**config.mk**
```make
export PLATFORM = sky130hd
export DESIGN_NAME = chunked_serial_adder_flat
export DESIGN_NICKNAME = d
export VERILOG_FILES = /design/src/rtl/adder_pkg.sv /design/src/rtl/chunked_serial_adder_if.sv /design/src/rtl/chunk_adder.sv /design/src/rtl/chunked_serial_adder.sv /design/src/flat_wrapper.sv
export SDC_FILE = /design/constraint.sdc
export NUM_CORES = 1
export LEC_CHECK = 0
export CORE_ASPECT_RATIO = 0.7
export CORE_UTILIZATION = 40
export DETAILED_ROUTE_END_ITERATION = 10
export PLACE_DENSITY = 0.62
export SETUP_SLACK_MARGIN = 0.2
export SLEW_MARGIN = 20
export SYNTH_ARGS = -nofsm -noshare
export SYNTH_HDL_FRONTEND = slang
export SYNTH_SLANG_ARGS = --single-unit
```
**constraint.sdc**
```tcl
create_clock -name clk -period 8.1 [get_ports clk]
set_input_delay 1.62 -clock clk [delete_from_list [all_inputs] [get_ports clk]]
set_output_delay 1.62 -clock clk [all_outputs]
set_load 0.05 [all_outputs]
```
**src/rtl/adder_pkg.sv**
```systemverilog
// rtl/adder_pkg.sv - FSM state encodings and index sizing shared by the chunked serial adder
package adder_pkg;

   // 2-bit state encodings
   localparam logic [1:0] IDLE = 2'd0;
   localparam logic [1:0] RUN  = 2'd1;
   localparam logic [1:0] DONE = 2'd2;

   typedef enum logic [1:0] {
      ST_IDLE = IDLE,
      ST_RUN  = RUN,
      ST_DONE = DONE
   } state_t;

   // Chunk index width: ceil(log2(nchunk)), never below one bit
   function automatic int idx_bits(input int nchunk);
      return (nchunk > 1) ? $clog2(nchunk) : 1;
   endfunction

endpackage

```
**src/rtl/chunked_serial_adder_if.sv**
```systemverilog
// rtl/chunked_serial_adder_if.sv - operand/result handshake bundle for the chunked serial adder
interface chunked_serial_adder_if #(
   parameter int WIDTH = 16
);

   // operand side
   logic             in_valid;
   logic             in_ready;
   logic [WIDTH-1:0] a;
   logic [WIDTH-1:0] b;
   logic             c_in;
   logic             sub;

   // result side
   logic             out_valid;
   logic             out_ready;
   logic [WIDTH-1:0] sum;
   logic             c_out;
   logic             ovf;
   logic             busy;

   // producer of operands and consumer of results
   modport master (
      output in_valid, a, b, c_in, sub, out_ready,
      input  in_ready, out_valid, sum, c_out, ovf, busy
   );

   // the adder itself
   modport slave (
      input  in_valid, a, b, c_in, sub, out_ready,
      output in_ready, out_valid, sum, c_out, ovf, busy
   );

endinterface

```
**src/rtl/chunk_adder.sv**
```systemverilog
// rtl/chunk_adder.sv - combinational CHUNK-bit adder with carry out and carry into its top bit
module chunk_adder #(
   parameter int CHUNK = 4
) (
   input  logic [CHUNK-1:0] a,
   input  logic [CHUNK-1:0] b,
   input  logic             c_in,
   output logic [CHUNK-1:0] sum,
   output logic             c_out,
   output logic             c_msb
);

   logic [CHUNK:0] full;

   assign full  = {1'b0, a} + {1'b0, b} + {{CHUNK{1'b0}}, c_in};
   assign sum   = full[CHUNK-1:0];
   assign c_out = full[CHUNK];

   // The top sum bit is a ^ b ^ carry-in, so the carry into it falls out directly
   assign c_msb = a[CHUNK-1] ^ b[CHUNK-1] ^ full[CHUNK-1];

endmodule

```
**src/rtl/chunked_serial_adder.sv**
```systemverilog
// rtl/chunked_serial_adder.sv - multi-cycle adder/subtractor processing CHUNK bits per clock
module chunked_serial_adder
   import adder_pkg::*;
#(
   parameter int WIDTH = 16,
   parameter int CHUNK = 4
) (
   input  logic                   clk,
   input  logic                   rst_n,
   chunked_serial_adder_if.slave  bus
);

   localparam int             NCHUNK   = WIDTH / CHUNK;
   localparam int             IW       = idx_bits(NCHUNK);
   localparam logic [IW-1:0]  LAST_IDX = IW'(NCHUNK - 1);

   if (WIDTH < 1 || CHUNK < 1 || (WIDTH % CHUNK) != 0) begin : g_bad_param
      $error("chunked_serial_adder: CHUNK must divide WIDTH");
   end

   state_t           state;
   logic [IW-1:0]    idx;
   logic             carry;
   logic [WIDTH-1:0] op_a;
   logic [WIDTH-1:0] op_b;
   logic [WIDTH-1:0] sum_q;
   logic             c_out_q;
   logic             ovf_q;
   logic             out_valid_q;
   logic             in_ready_q;
   logic             busy_q;

   logic [CHUNK-1:0] ch_a;
   logic [CHUNK-1:0] ch_b;
   logic [CHUNK-1:0] ch_sum;
   logic             ch_cout;
   logic             ch_cmsb;

   // Select the chunk currently being added from the captured operands
   assign ch_a = op_a[idx*CHUNK +: CHUNK];
   assign ch_b = op_b[idx*CHUNK +: CHUNK];

   chunk_adder #(
      .CHUNK (CHUNK)
   ) u_chunk_adder (
      .a     (ch_a),
      .b     (ch_b),
      .c_in  (carry),
      .sum   (ch_sum),
      .c_out (ch_cout),
      .c_msb (ch_cmsb)
   );

   // Control FSM plus operand and result registers; all outputs are registered
   always_ff @(posedge clk or negedge rst_n) begin
      if (!rst_n) begin
         state       <= ST_IDLE;
         idx         <= '0;
         carry       <= 1'b0;
         op_a        <= '0;
         op_b        <= '0;
         sum_q       <= '0;
         c_out_q     <= 1'b0;
         ovf_q       <= 1'b0;
         out_valid_q <= 1'b0;
         busy_q      <= 1'b0;
         in_ready_q  <= 1'b1;
      end else begin
         case (state)
            ST_IDLE: begin
               if (bus.in_valid && in_ready_q) begin
                  // Subtraction is a + ~b + 1; c_in plays no part then
                  op_a        <= bus.a;
                  op_b        <= bus.sub ? ~bus.b : bus.b;
                  carry       <= bus.sub ? 1'b1 : bus.c_in;
                  idx         <= '0;
                  in_ready_q  <= 1'b0;
                  busy_q      <= 1'b1;
                  state       <= ST_RUN;
               end
            end
            ST_RUN: begin
               sum_q[idx*CHUNK +: CHUNK] <= ch_sum;
               carry                     <= ch_cout;
               if (idx == LAST_IDX) begin
                  // idx parks on the last chunk; it is cleared at the next capture
                  c_out_q     <= ch_cout;
                  ovf_q       <= ch_cmsb ^ ch_cout;
                  out_valid_q <= 1'b1;
                  state       <= ST_DONE;
               end else begin
                  idx <= idx + 1'b1;
               end
            end
            ST_DONE: begin
               if (bus.out_ready) begin
                  out_valid_q <= 1'b0;
                  busy_q      <= 1'b0;
                  in_ready_q  <= 1'b1;
                  state       <= ST_IDLE;
               end
            end
            default: begin
               state <= ST_IDLE;
            end
         endcase
      end
   end

   assign bus.in_ready  = in_ready_q;
   assign bus.out_valid = out_valid_q;
   assign bus.sum       = sum_q;
   assign bus.c_out     = c_out_q;
   assign bus.ovf       = ovf_q;
   assign bus.busy      = busy_q;

endmodule

```
**src/flat_wrapper.sv**
```systemverilog
// flat-port wrapper written by rule: the top's interface ports become plain ports
module chunked_serial_adder_flat import adder_pkg::*;
#(
   parameter int WIDTH = 16,
   parameter int CHUNK = 4
)
  (clk, rst_n, bus_in_valid, bus_a, bus_b, bus_c_in, bus_sub, bus_out_ready, bus_in_ready, bus_out_valid, bus_sum, bus_c_out, bus_ovf, bus_busy);
  chunked_serial_adder_if #(.WIDTH(WIDTH)) bus_i ();
  input  logic clk;
  input  logic rst_n;
  input wire logic [$bits(bus_i.in_valid)-1:0] bus_in_valid;
  input wire logic [$bits(bus_i.a)-1:0] bus_a;
  input wire logic [$bits(bus_i.b)-1:0] bus_b;
  input wire logic [$bits(bus_i.c_in)-1:0] bus_c_in;
  input wire logic [$bits(bus_i.sub)-1:0] bus_sub;
  input wire logic [$bits(bus_i.out_ready)-1:0] bus_out_ready;
  output wire logic [$bits(bus_i.in_ready)-1:0] bus_in_ready;
  output wire logic [$bits(bus_i.out_valid)-1:0] bus_out_valid;
  output wire logic [$bits(bus_i.sum)-1:0] bus_sum;
  output wire logic [$bits(bus_i.c_out)-1:0] bus_c_out;
  output wire logic [$bits(bus_i.ovf)-1:0] bus_ovf;
  output wire logic [$bits(bus_i.busy)-1:0] bus_busy;
  assign bus_i.in_valid = bus_in_valid;
  assign bus_i.a = bus_a;
  assign bus_i.b = bus_b;
  assign bus_i.c_in = bus_c_in;
  assign bus_i.sub = bus_sub;
  assign bus_i.out_ready = bus_out_ready;
  assign bus_in_ready = bus_i.in_ready;
  assign bus_out_valid = bus_i.out_valid;
  assign bus_sum = bus_i.sum;
  assign bus_c_out = bus_i.c_out;
  assign bus_ovf = bus_i.ovf;
  assign bus_busy = bus_i.busy;
  chunked_serial_adder #(.WIDTH(WIDTH), .CHUNK(CHUNK)) u_core (.clk(clk), .rst_n(rst_n), .bus(bus_i));
endmodule
```
* After elaboration in Yosys (flattened, before gate mapping)
Cells that the tools add are included.
** Word-level totals
- ROM bits :: 0
- Memories kept :: 0
- Output and inout port bits :: 21
- Flip-flop bits (word level) :: 58
- Latch bits :: 0
- Word-level logic and storage cells :: 62
- Input bits :: 38
- Memory bits (writable) :: 0
** Cells by class
- Divide/modulo/power cells :: 0
- Bitwise gates (word level) :: 4
- $lt $le $gt $ge :: 0
- Multipliers :: 0
- Shifts and indexed selects :: 4
- Equal/unequal tests :: 7
- $add $sub $neg :: 4
- Reductions and logical operators :: 12
- Multiplexer cells :: 20
** Operators by type and width (count)
- 4-bit negation with 34-bit output :: 1
- 4-bit by 34-bit variable shift with 16-bit output, first input constant :: 1
- 4-bit by 34-bit variable part select with 16-bit output :: 1
- 16-bit by 5-bit variable part select with 4-bit output :: 2
- 16-bit bitwise mux :: 1
- 16-bit two-way mux :: 1
- 16-bit NOT :: 1
- 3-bit AND reduction :: 4
- 2-bit two-way mux :: 5
- 1-bit case mux with 2 select lines :: 4
- 1-bit two-way mux :: 7
- 2-bit case mux with 3 select lines :: 1
- 2-bit AND reduction :: 3
- 2-bit nonzero test :: 3
- 4-bit by 4-bit adder with 5-bit output :: 1
- 5-bit by 1-bit adder with 5-bit output :: 1
- 2-bit == test, second input constant :: 2
- 2-bit by 1-bit inequality test with 1-bit output, second input constant :: 2
- 2-bit inequality test, second input constant :: 2
- 2-bit case mux with 2 select lines :: 1
- 1-bit bitwise XOR :: 3
- 2-bit by 1-bit adder with 2-bit output, second input constant :: 1
- 2-bit by 1-bit == test with 1-bit output, second input constant :: 1
- 2-bit logical NOT :: 1
- 1-bit logical AND :: 1

* Longest topological paths before layout
Gate-level depths: netlist of run 1.
- Word-level depth :: 5
- Mapped depth :: 8
- Depth with buffers taken out :: 7

* Modules after synthesis
A second synthesis of run 1 with hierarchy kept.
** Second synthesis, totals
- Cell total of the unflattened synthesis :: 234
- Area, all modules :: 2945.3 µm²
** By module, submodules not included
- chunked_serial_adder :: seq. area each 1452.6 µm², instances 1, area an instance 2803.9 µm², cells an instance 217
- chunk_adder :: seq. area each 0.0 µm², instances 1, area an instance 141.4 µm², cells an instance 17

* Least setup slack after synthesis of run 1
Ideal clock, no wire load.
- Kind :: reg2reg
- From :: register u_core.idx[0]
- To :: register u_core.ovf_q, in the netlist u_core.bus.ovf
- Clock period less this slack :: 2.674 ns
- Buffers on the path :: 1
- Slack :: 5.426 ns
- Stages on the path, launching flop included :: 9
- Setup time :: 0.123 ns
- Arrival time :: 2.550 ns
- Required time :: 7.977 ns
- Path through :: dfrtp_1 -> buf_4 -> mux4_2 -> fa_1 -> fa_1 -> a21o_1 -> a21oi_1 -> xnor2_1 -> o21ai_1
** Between the ends
- Longest elaborated chain between the ends :: 5
- Elaborated cells on any way between the ends :: 9
- Classes of those cells :: add/sub: 2; eq/ne: 1; shift: 2; bitwise: 3; reduce/logical: 1
** Ends and longest elaborated chain
- start, declared :: line chunked_serial_adder.sv:22 : logic [IW-1:0] idx;
- start signal, assigned :: line chunked_serial_adder.sv:92 : idx <= idx + 1'b1;
- 16-bit by 5-bit variable part select with 4-bit output, on equally long branches :: line chunked_serial_adder.sv:40, chunked_serial_adder.sv:41
- 4-bit by 4-bit adder with 5-bit output :: line chunk_adder.sv:15 : assign full = {1'b0, a} + {1'b0, b} + {{CHUNK{1'b0}}, c_in};
- 5-bit by 1-bit adder with 5-bit output :: line chunk_adder.sv:15
- 1-bit bitwise XOR :: line chunk_adder.sv:20 : assign c_msb = a[CHUNK-1] ^ b[CHUNK-1] ^ full[CHUNK-1];
- 1-bit bitwise XOR :: line chunked_serial_adder.sv:88 : ovf_q <= ch_cmsb ^ ch_cout;
- end signal, assigned :: line chunked_serial_adder.sv:88
- end, declared :: line chunked_serial_adder.sv:28 : logic ovf_q;
Several ways; a longest one is shown, not always the timed one.
A chain may end at the register's enable or synchronous reset.

* Worst setup path after layout of run 1
- From :: register u_core.in_ready_q, in the netlist u_core.bus.in_ready
- To :: output bus_in_ready
** RTL lines
- start, declared :: line chunked_serial_adder.sv:30 : logic in_ready_q;
- start signal, assigned :: line chunked_serial_adder.sv:67 : in_ready_q <= 1'b1;
- start signal, assigned :: line chunked_serial_adder.sv:77 : in_ready_q <= 1'b0;
- start signal, assigned :: line chunked_serial_adder.sv:99 : in_ready_q <= 1'b1;
- end, declared :: line flat_wrapper.sv:17 : output wire logic [$bits(bus_i.in_ready)-1:0] bus_in_ready;
No word-level cell between the ends.

==> results of run 1 <==
-- metrics by stage --
step | hold WS (ps) | instances | total power [uW]
after floorplan | 452 | 221 | 1050
after global placement | 463 | 364 | 1270
after detailed placement | 472 | 364 | 1290
after CTS | 486 | 379 | 1550
after global routing | 493 | 379 | 1640
final | 480 | 379 | 1530
-- worst paths after layout --
path | end | start | depth (start not counted) | slack, ps
worst max-delay path | bus_in_ready | u_core.bus.in_ready | 1 | 4780
worst min-delay path | u_core.op_a[13] | u_core.op_a[13] | 1 | 480
worst max register to register | u_core.bus.ovf | u_core.idx[0] | 7 | 4980
worst min register to register | u_core.op_a[13] | u_core.op_a[13] | 1 | 480
max in group asynchronous | u_core.bus.sum[10] | rst_n | 2 | 6180
min in group asynchronous | u_core.bus.sum[15] | rst_n | 2 | 1420
-- cell type report --
cell class / count / area [um2]
fill: 614 / 3130
sequential: 58 / 1450
multi-input combinational: 146 / 1260
timing repair buffer: 60 / 591
clock buffer: 12 / 145
tap: 94 / 118
clock inverter: 3 / 40.0
inverter: 6 / 22.5
-- power groups by stage --
stage	Clock [uW]	Combinational [uW]	Sequential, uW
after floorplan	0	465	580
after global placement	0	759	510
after detailed placement	0	775	512
after CTS	262	781	507
after global routing	278	833	525
final	256	771	505
-- cells in the mapped netlist, types with 2 or more instances --
master and number:
xnor2_1 18, mux4_2 8, a21o_1 2, nor2_1 19, buf_2 3, fa_1 2, dfrtp_1 57, nand2_4 2
inv_1 5, a22o_1 15, ha_1 9, mux2_1 16, a21oi_1 22, o21ai_0 5, nand2_1 9, o31ai_1 2
nor4_4 2, buf_4 5, o21ai_1 3, buf_6 2, nand3_1 2
-- flip-flops by register name, summed over array words and instances (netlist names) --
signal,flops
u_core.op_a,16
u_core.bus.in_ready,1
u_core.bus.ovf,1
u_core.state,2
u_core.bus.sum,16
u_core.op_b,16
u_core.carry,1
u_core.bus.c_out,1
u_core.bus.busy,1
u_core.bus.out_valid,1
u_core.idx,2
-- cells by family (layout without fill, tap and decap cells) --
kind of cell,Yosys count,after routing,synth area share [%]
DFF,58,58,52.0
AOI/OAI and AO/OA,51,51,11.7
and+or+nand+nor,41,41,8.42
muxes,24,24,12.9
xor gates and xnor gates,19,19,5.95
buffers and inverters,17,81,3.63
adders and majority gates,11,11,5.46
-- routing by layer --
| metal | GRT usage, % | vias up |
|---|---|---|
| met4 | 5.71 | 0 |
| met1 | 25.6 | 906 |
| met3 | 5.97 | 9 |
| met5 | 0 | - |
| li1 | - | 909 |
| met2 | 23.3 | 53 |
==> flow_metrics.py, run 1 <==
metrics = {
    "status": {
        "status": "complete, no violations",
    },
    "power_and_ir_drop": {
        "leakage_uw": 0.00153,
        "pwr-share-clk_pct": 16.7,
        "switching_share_pct": 42.3,
        "combPwrFrac_pct": 50.4,
        "p_int_uw": 883,
        "power_frac_seq_pct": 32.9,
        "p_per_area_nw_per_um2": 423,
        "switchingPower_uw": 648,
        "peakVddDrop_mv": 0.155,
    },
    "timing": {
        "finalSetupViolations": 0,
        "worst_pin_slew_ps": 924,
        "slew_viol_final": 0,
        "clock_skew_ps": 11.2,
        "worst_slew_margin_rel_pct": 38.2,
        "final-hold-violation-count": 0,
        "rsz0062_at_grt": "false",
        "fmax_mhz": 301,
        "setup_tns_ps": 0,
        "fin_ws_ps": 4780,
        "period_minus_slack_ps": 3320,
        "min_period_over_period_pct": 41.0,
    },
    "placed_design": {
        "place_area_um2": 3440,
        "port_buffers": 58,
        "place_hpwl_mm": 3.77,
        "globalplace.congestion": 0.729,
        "detailedPlace.worstSlack_ps": 4770,
    },
    "yosys": {
        "syn-cell-area_um2": 2800,
        "synth_warnings": 0,
        "yosysTopAreaCell": "dfrtp_1",
        "syn_nets": 270,
        "synth_area_leaders": "dfrtp_1 (51%), mux2_1 (6.4%), mux4_2 (6.4%), xnor2_1 (5.6%), a22o_1 (4.7%)",
        "postSynthCellCount": 221,
        "yosysSeqAreaShare_pct": 52.0,
        "synth-seq-cells": 58,
        "async_flop_share_pct": 100,
        "synth_ff_type": "dfrtp_1",
        "syn_avg_cell_area_um2": 12.6,
        "synthDistinctLibCells": 34,
        "synth-edff-count": 0,
        "synth_top_area_share_pct": 51.0,
    },
    "cts": {
        "clock-sinks": 58,
        "clockBufferDepth": 2,
        "hold_buffers": 0,
        "cts_tree": "done",
        "path_clk_slew_ps": 60,
        "clk_latency_ps": 330,
        "cts_made_buffers": 9,
        "cts_setup_buffers": 0,
        "cts-resized-gates": 0,
        "clockRootBuffer": "clkbuf_8",
        "h-tree-depth": 3,
    },
    "worst_setup_path": {
        "crit_required_ps": 6480,
        "crit_arrival_ps": 1700,
        "cp_slowest_stage_delay_ps": 810,
        "endpoint_kind": "output pin",
        "critPathBufInv": 1,
        "cpLargestDelayFamily": "buffers and inverters",
        "cp_max_fo": 5,
        "worst-setup-path-type": "reg -> out",
        "crit_path_cell_trace": "clkdlybuf4s50_1",
        "start_kind": "register",
        "crit_slowest_cell": "clkdlybuf4s50_1",
    },
    "final_layout": {
        "fin_nets": 330,
        "post-route-cell-area_um2": 3620,
        "syn_to_final_growth_pct": 29.7,
        "final_cell_mix": "clkdlybuf4s50_1 (57), dfrtp_1 (57), a21oi_1 (22), nor2_1 (19), xnor2_1 (18)",
        "drive_gt1_share_pct": 11.6,
        "post-route-util_pct": 53.6,
        "diodes": 0,
    },
    "floorplanning": {
        "core_area_um2": 6760,
        "dieArea_um2": 7330,
        "boundaryPins": 59,
        "start_util_pct": 41.4,
        "die_h_um": 71.9,
        "die_w_um": 102,
        "core.rowCount": 25,
    },
    "route": {
        "dr_total_vias": 1877,
        "drt-initial-drc-count": 58,
        "top_layer_used": "met4",
        "drcViolationCount": 0,
        "first_pass_iters": 4,
        "dr_wl_met3_um": 300,
        "vias_per_cell": 4.95,
        "met2_wirelength_mm": 2.23,
        "drt-total-wl_mm": 5.54,
        "wl_met1_mm": 2.94,
        "ant_nets": 0,
        "routedWlPerCell_um": 14.6,
    },
    "grt": {
        "grt_pass1_vias": 1771,
        "antenna_found_initial": 0,
        "grt_first_pass_wirelength_mm": 9.12,
        "grt_usage_pct": 17.2,
        "overflow": 0,
        "grt_max_degree": 59,
    },
    "min_path": {
        "hp-class": "reg -> reg",
    },
    "flow_run": {
        "drv_cap": 0,
    },
}
Note: power is estimated with default switching activity, not from simulation.
==> run 2: changes to the inputs <==
==> constraint.sdc (replaced) <==
create_clock -name clk -period 3.13 [get_ports clk]
set_input_delay 0.626 -clock clk [delete_from_list [all_inputs] [get_ports clk]]
set_output_delay 0.626 -clock clk [all_outputs]
set_load 0.05 [all_outputs]
==> flow_metrics.py, run 2 (synthesis gave the netlist of run 1 again) <==
metrics = {
    "worst_setup_path": {
        "crit_required_ps": 3360,
        "cp_max_fo": 7,
        "start_kind": "register",
        "r2r_cells": 7,
        "worst-setup-path-type": "reg -> reg",
        "endpoint_kind": "register",
        "crit_arrival_ps": 2970,
    },
    "cts": {
        "clk_latency_ps": 340,
        "h-tree-depth": 3,
        "clock-sinks": 58,
        "cts-resized-gates": 0,
        "hold_buffers": 0,
        "cts_tree": "done",
        "cts_made_buffers": 9,
        "clockBufferDepth": 2,
        "clockRootBuffer": "clkbuf_8",
        "cts_setup_buffers": 0,
        "path_clk_slew_ps": 70,
    },
    "floorplanning": {
        "die_h_um": 71.9,
        "core_area_um2": 6760,
        "boundaryPins": 59,
        "die_w_um": 102,
        "start_util_pct": 41.4,
        "dieArea_um2": 7330,
        "core.rowCount": 25,
    },
    "power_and_ir_drop": {
        "p_int_uw": 2310,
        "combPwrFrac_pct": 50.2,
        "leakage_uw": 0.00155,
        "switching_share_pct": 42.4,
        "peakVddDrop_mv": 0.461,
        "p_per_area_nw_per_um2": 1090,
        "pwr-share-clk_pct": 17.4,
        "switchingPower_uw": 1700,
        "power_frac_seq_pct": 32.4,
    },
    "flow_run": {
        "drv_cap": 0,
    },
    "route": {
        "dr_total_vias": 1847,
        "ant_nets": 0,
        "routedWlPerCell_um": 14.8,
        "drcViolationCount": 0,
        "drt-total-wl_mm": 5.69,
        "vias_per_cell": 4.82,
        "first_pass_iters": 4,
        "drt-initial-drc-count": 75,
    },
    "final_layout": {
        "final-instance-count-excl-fill": 383,
        "final_cell_mix": "clkdlybuf4s50_1 (57), dfrtp_1 (57), a21oi_1 (22), nor2_1 (19), xnor2_1 (18)",
        "diodes": 0,
        "fin_nets": 333,
        "syn_to_final_growth_pct": 31.6,
        "drive_gt1_share_pct": 13.5,
        "post-route-util_pct": 54.4,
    },
    "min_path": {
        "hp-class": "in -> async",
    },
    "timing": {
        "worst_pin_slew_ps": 826,
        "fmax_mhz": 365,
        "rsz0062_at_grt": "false",
        "hold_ws_ps": 381,
        "final-hold-violation-count": 0,
        "clock_skew_ps": 10.1,
        "min_period_over_period_pct": 87.4,
        "slew_viol_final": 0,
        "worst_slew_margin_rel_pct": 44.9,
        "finalSetupViolations": 0,
        "period_minus_slack_ps": 2740,
        "setup_tns_ps": 0,
    },
    "placed_design": {
        "port_buffers": 58,
        "globalplace.congestion": 0.812,
        "place_hpwl_mm": 4.16,
        "dp.cells": 367,
    },
    "grt": {
        "grt_first_pass_wirelength_mm": 9.43,
        "grt_usage_pct": 17.8,
        "overflow": 0,
        "grt_max_degree": 52,
        "antenna_found_initial": 0,
        "grt_pass1_vias": 1832,
    },
    "status": {
        "status": "complete, no violations",
    },
}
-- run 2: cell type report --
class                   instances  area (um2)
multi-input cells             146        1260
repair buffers                 63         626
flip-flops and latches         58        1450
inverters                       6        22.5
fillers                       617        3080
clock inverters                 6        66.3
clock buffers                  10         138
well taps                      94         118
-- run 2: worst max-delay path, cell delays in order (launching register included) --
cell and delay, ps:
dfrtp_1 510, mux4_2 560, fa_1 450, fa_1 410, a21o_1 190, a21oi_1 270, xnor2_1 160, o21ai_1 70
-- run 2: worst paths after layout --
| kind | startpoint | endpoint | slack, ps |
|---|---|---|---|
| hold reg to reg | u_core.op_a[10] | u_core.op_a[10] | 490 |
| setup reg to reg | u_core.idx[0] | u_core.bus.ovf | 390 |
| min in group clk | u_core.op_a[10] | u_core.op_a[10] | 490 |
| max in group asynchronous | rst_n | u_core.carry | 1960 |
| setup / recovery | u_core.idx[0] | u_core.bus.ovf | 390 |
| hold / removal | rst_n | u_core.bus.sum[10] | 380 |
-- run 2: layer usage --
| layer | track usage (%) | vias to the layer above | routed length, um |
|---|---|---|---|
| li1 | - | 909 | - |
| met2 | 22.0 | 57 | 2190 |
| met4 | 5.71 | 0 | 40 |
| met1 | 27.9 | 877 | 3070 |
| met3 | 6.94 | 4 | 384 |
| met5 | 0 | - | 0 |
-- run 2: stage by stage --
step | instance area [um2] | total power (uW) | setup WS [ps]
2_1_floorplan | 2800 | 2710 | 456
3_3_place_gp | 3470 | 3310 | 441
3_5_place_dp | 3470 | 3340 | 396
4_1_cts | 3680 | 4060 | 389
5_1_grt | 3680 | 4300 | 265
6_report | 3680 | 4010 | 394
-- run 2: power by group through the flow --
stage          Combinational (uW)  Sequential, uW  Clock (uW)
2_1_floorplan                1200            1500           0
3_3_place_gp                 2000            1310           0
3_5_place_dp                 2030            1310           0
4_1_cts                      2040            1300         716
5_1_grt                      2200            1350         749
6_report                     2010            1300         699
==> run 3: changes to the inputs <==
--- a/config.mk
+++ b/config.mk
@@ -5,12 +5,11 @@
 export SDC_FILE = /design/constraint.sdc
 export NUM_CORES = 1
 export LEC_CHECK = 0
-export CORE_ASPECT_RATIO = 0.7
+export CORE_ASPECT_RATIO = 0.9
 export CORE_UTILIZATION = 40
 export DETAILED_ROUTE_END_ITERATION = 10
 export PLACE_DENSITY = 0.62
 export SETUP_SLACK_MARGIN = 0.2
-export SLEW_MARGIN = 20
 export SYNTH_ARGS = -nofsm -noshare
 export SYNTH_HDL_FRONTEND = slang
 export SYNTH_SLANG_ARGS = --single-unit
==> flow_metrics.py, run 3 (synthesis gave the netlist of run 1 again) <==
metrics = {
    "cts": {
        "path_clk_slew_ps": 70,
        "cts_tree": "done",
        "clock-sinks": 58,
        "clk_latency_ps": 340,
        "h-tree-depth": 3,
        "cts_setup_buffers": 0,
        "cts_made_buffers": 9,
        "clockBufferDepth": 2,
        "hold_buffers": 0,
        "clockRootBuffer": "clkbuf_8",
        "cts-resized-gates": 0,
    },
    "worst_setup_path": {
        "crit_path_cell_trace": "mux4_2 > fa_1 > fa_1 > a21o_1 > a21oi_1 > xnor2_1 > o21ai_1",
        "endpoint_kind": "register",
        "start_kind": "register",
        "crit_path_frequent_cell": "fa_1",
        "crit_slowest_cell": "mux4_2",
        "crit_required_ps": 3350,
        "worst-setup-path-type": "reg -> reg",
        "crit_arrival_ps": 2990,
        "cpLargestDelayFamily": "adder cells",
        "cp_max_fo": 7,
        "timing.rr.start": "u_core.idx[0]",
        "critPathBufInv": 0,
        "cp_slowest_stage_delay_ps": 560,
        "critPathLaunch": "u_core.idx[0]",
    },
    "final_layout": {
        "n_fill_cell": 597,
        "fin_nets": 335,
        "drive_gt1_share_pct": 13.4,
        "diodes": 0,
        "post-route-cell-area_um2": 3650,
        "final_cell_mix": "clkdlybuf4s50_1 (57), dfrtp_1 (57), a21oi_1 (22), nor2_1 (19), xnor2_1 (18)",
        "syn_to_final_growth_pct": 30.4,
    },
    "timing": {
        "hold_ws_ps": 432,
        "period_minus_slack_ps": 2770,
        "finalSetupViolations": 0,
        "slew_viol_final": 0,
        "rsz0062_at_grt": "false",
        "fmax_mhz": 360,
        "clock_skew_ps": 8.87,
        "fin_ws_ps": 355,
        "worst_pin_slew_ps": 707,
        "min_period_over_period_pct": 88.6,
        "final-hold-violation-count": 0,
        "worst_slew_margin_rel_pct": 52.9,
        "setup_tns_ps": 0,
    },
    "placed_design": {
        "detailedPlace.worstSlack_ps": 377,
        "place_area_um2": 3470,
        "place_hpwl_mm": 3.92,
        "globalplace.congestion": 0.749,
        "port_buffers": 58,
    },
    "route": {
        "routedWlPerCell_um": 14.6,
        "vias_per_cell": 4.91,
        "drcViolationCount": 0,
        "dr_total_vias": 1871,
        "drt-initial-drc-count": 100,
        "first_pass_iters": 4,
        "ant_nets": 0,
        "drt-total-wl_mm": 5.55,
    },
    "grt": {
        "grt_first_pass_wirelength_mm": 9.44,
        "grt_max_degree": 59,
        "grt_pass1_vias": 1888,
        "grt_usage_pct": 17.2,
        "overflow": 0,
        "antenna_found_initial": 0,
    },
    "status": {
        "status": "complete, no violations",
    },
    "min_path": {
        "hp-class": "in -> async",
    },
    "floorplanning": {
        "start_util_pct": 42.0,
        "die_w_um": 90.1,
        "core.rowCount": 28,
        "boundaryPins": 59,
        "die_h_um": 81.3,
        "dieArea_um2": 7330,
        "core_area_um2": 6660,
    },
    "power_and_ir_drop": {
        "p_per_area_nw_per_um2": 1080,
        "leakage_uw": 0.00156,
        "peakVddDrop_mv": 0.602,
    },
    "flow_run": {
        "drv_cap": 0,
    },
}
run 3: area by class of cell:
| class | instances | area, um2 | area share [%] |
|---|---|---|---|
| flip-flops and latches | 58 | 1450 | 39.8 |
| multi-input cells | 146 | 1260 | 34.5 |
| repair buffers | 65 | 628 | 17.2 |
| clock buffers | 13 | 159 | 4.36 |
| well taps | 90 | 113 | 3.09 |
| inverters | 6 | 22.5 | 0.618 |
| clock inverters | 3 | 15.0 | 0.412 |
run 3: worst reg2reg max path, cell delays in order, from the launching register on:
cell	delay, ps
dfrtp_1	500
mux4_2	560
fa_1	450
fa_1	420
a21o_1	190
a21oi_1	300
xnor2_1	160
o21ai_1	70
run 3: final timing paths:
| check | slack, ps | end | cells after the start |
|---|---|---|---|
| max in group asynchronous | 2230 | u_core.op_a[2] | 2 |
| worst min register to register | 490 | u_core.op_a[6] | 1 |
| min in group clk | 490 | u_core.op_a[6] | 1 |
| worst min-delay path | 430 | u_core.bus.sum[2] | 2 |
| worst max-delay path | 360 | u_core.bus.ovf | 7 |
| worst max register to register | 360 | u_core.bus.ovf | 7 |
run 3: through the flow:
| step | utilization (%) | instances | total power (uW) |
|---|---|---|---|
| 6_report | 54.8 | 381 | 3930 |
| 4_1_cts | 54.8 | 381 | 3990 |
| 5_1_grt | 54.8 | 381 | 4220 |
| 3_3_place_gp | 52.2 | 365 | 3320 |
| 3_5_place_dp | 52.2 | 365 | 3370 |
| 2_1_floorplan | - | 221 | 2710 |
run 3: routing by layer:
metal / vias to the layer above / track usage, % / part of all wire (%)
met2: 55 / 27.5 / 46
met1: 890 / 22.5 / 47
li1: 917 / - / -
met5: - / 0 / 0
met3: 9 / 5.34 / 4.6
met4: 0 / 5.81 / 1.5
run 3: where the power goes:
group | leakage, uW | switching [uW] | total [uW] | internal, uW
sequential | 0.000729 | 209 | 1280 | 1070
combinational | 0.000733 | 1180 | 2040 | 862
clock | 0.0000932 | 280 | 606 | 327
total | 0.00156 | 1670 | 3930 | 2260
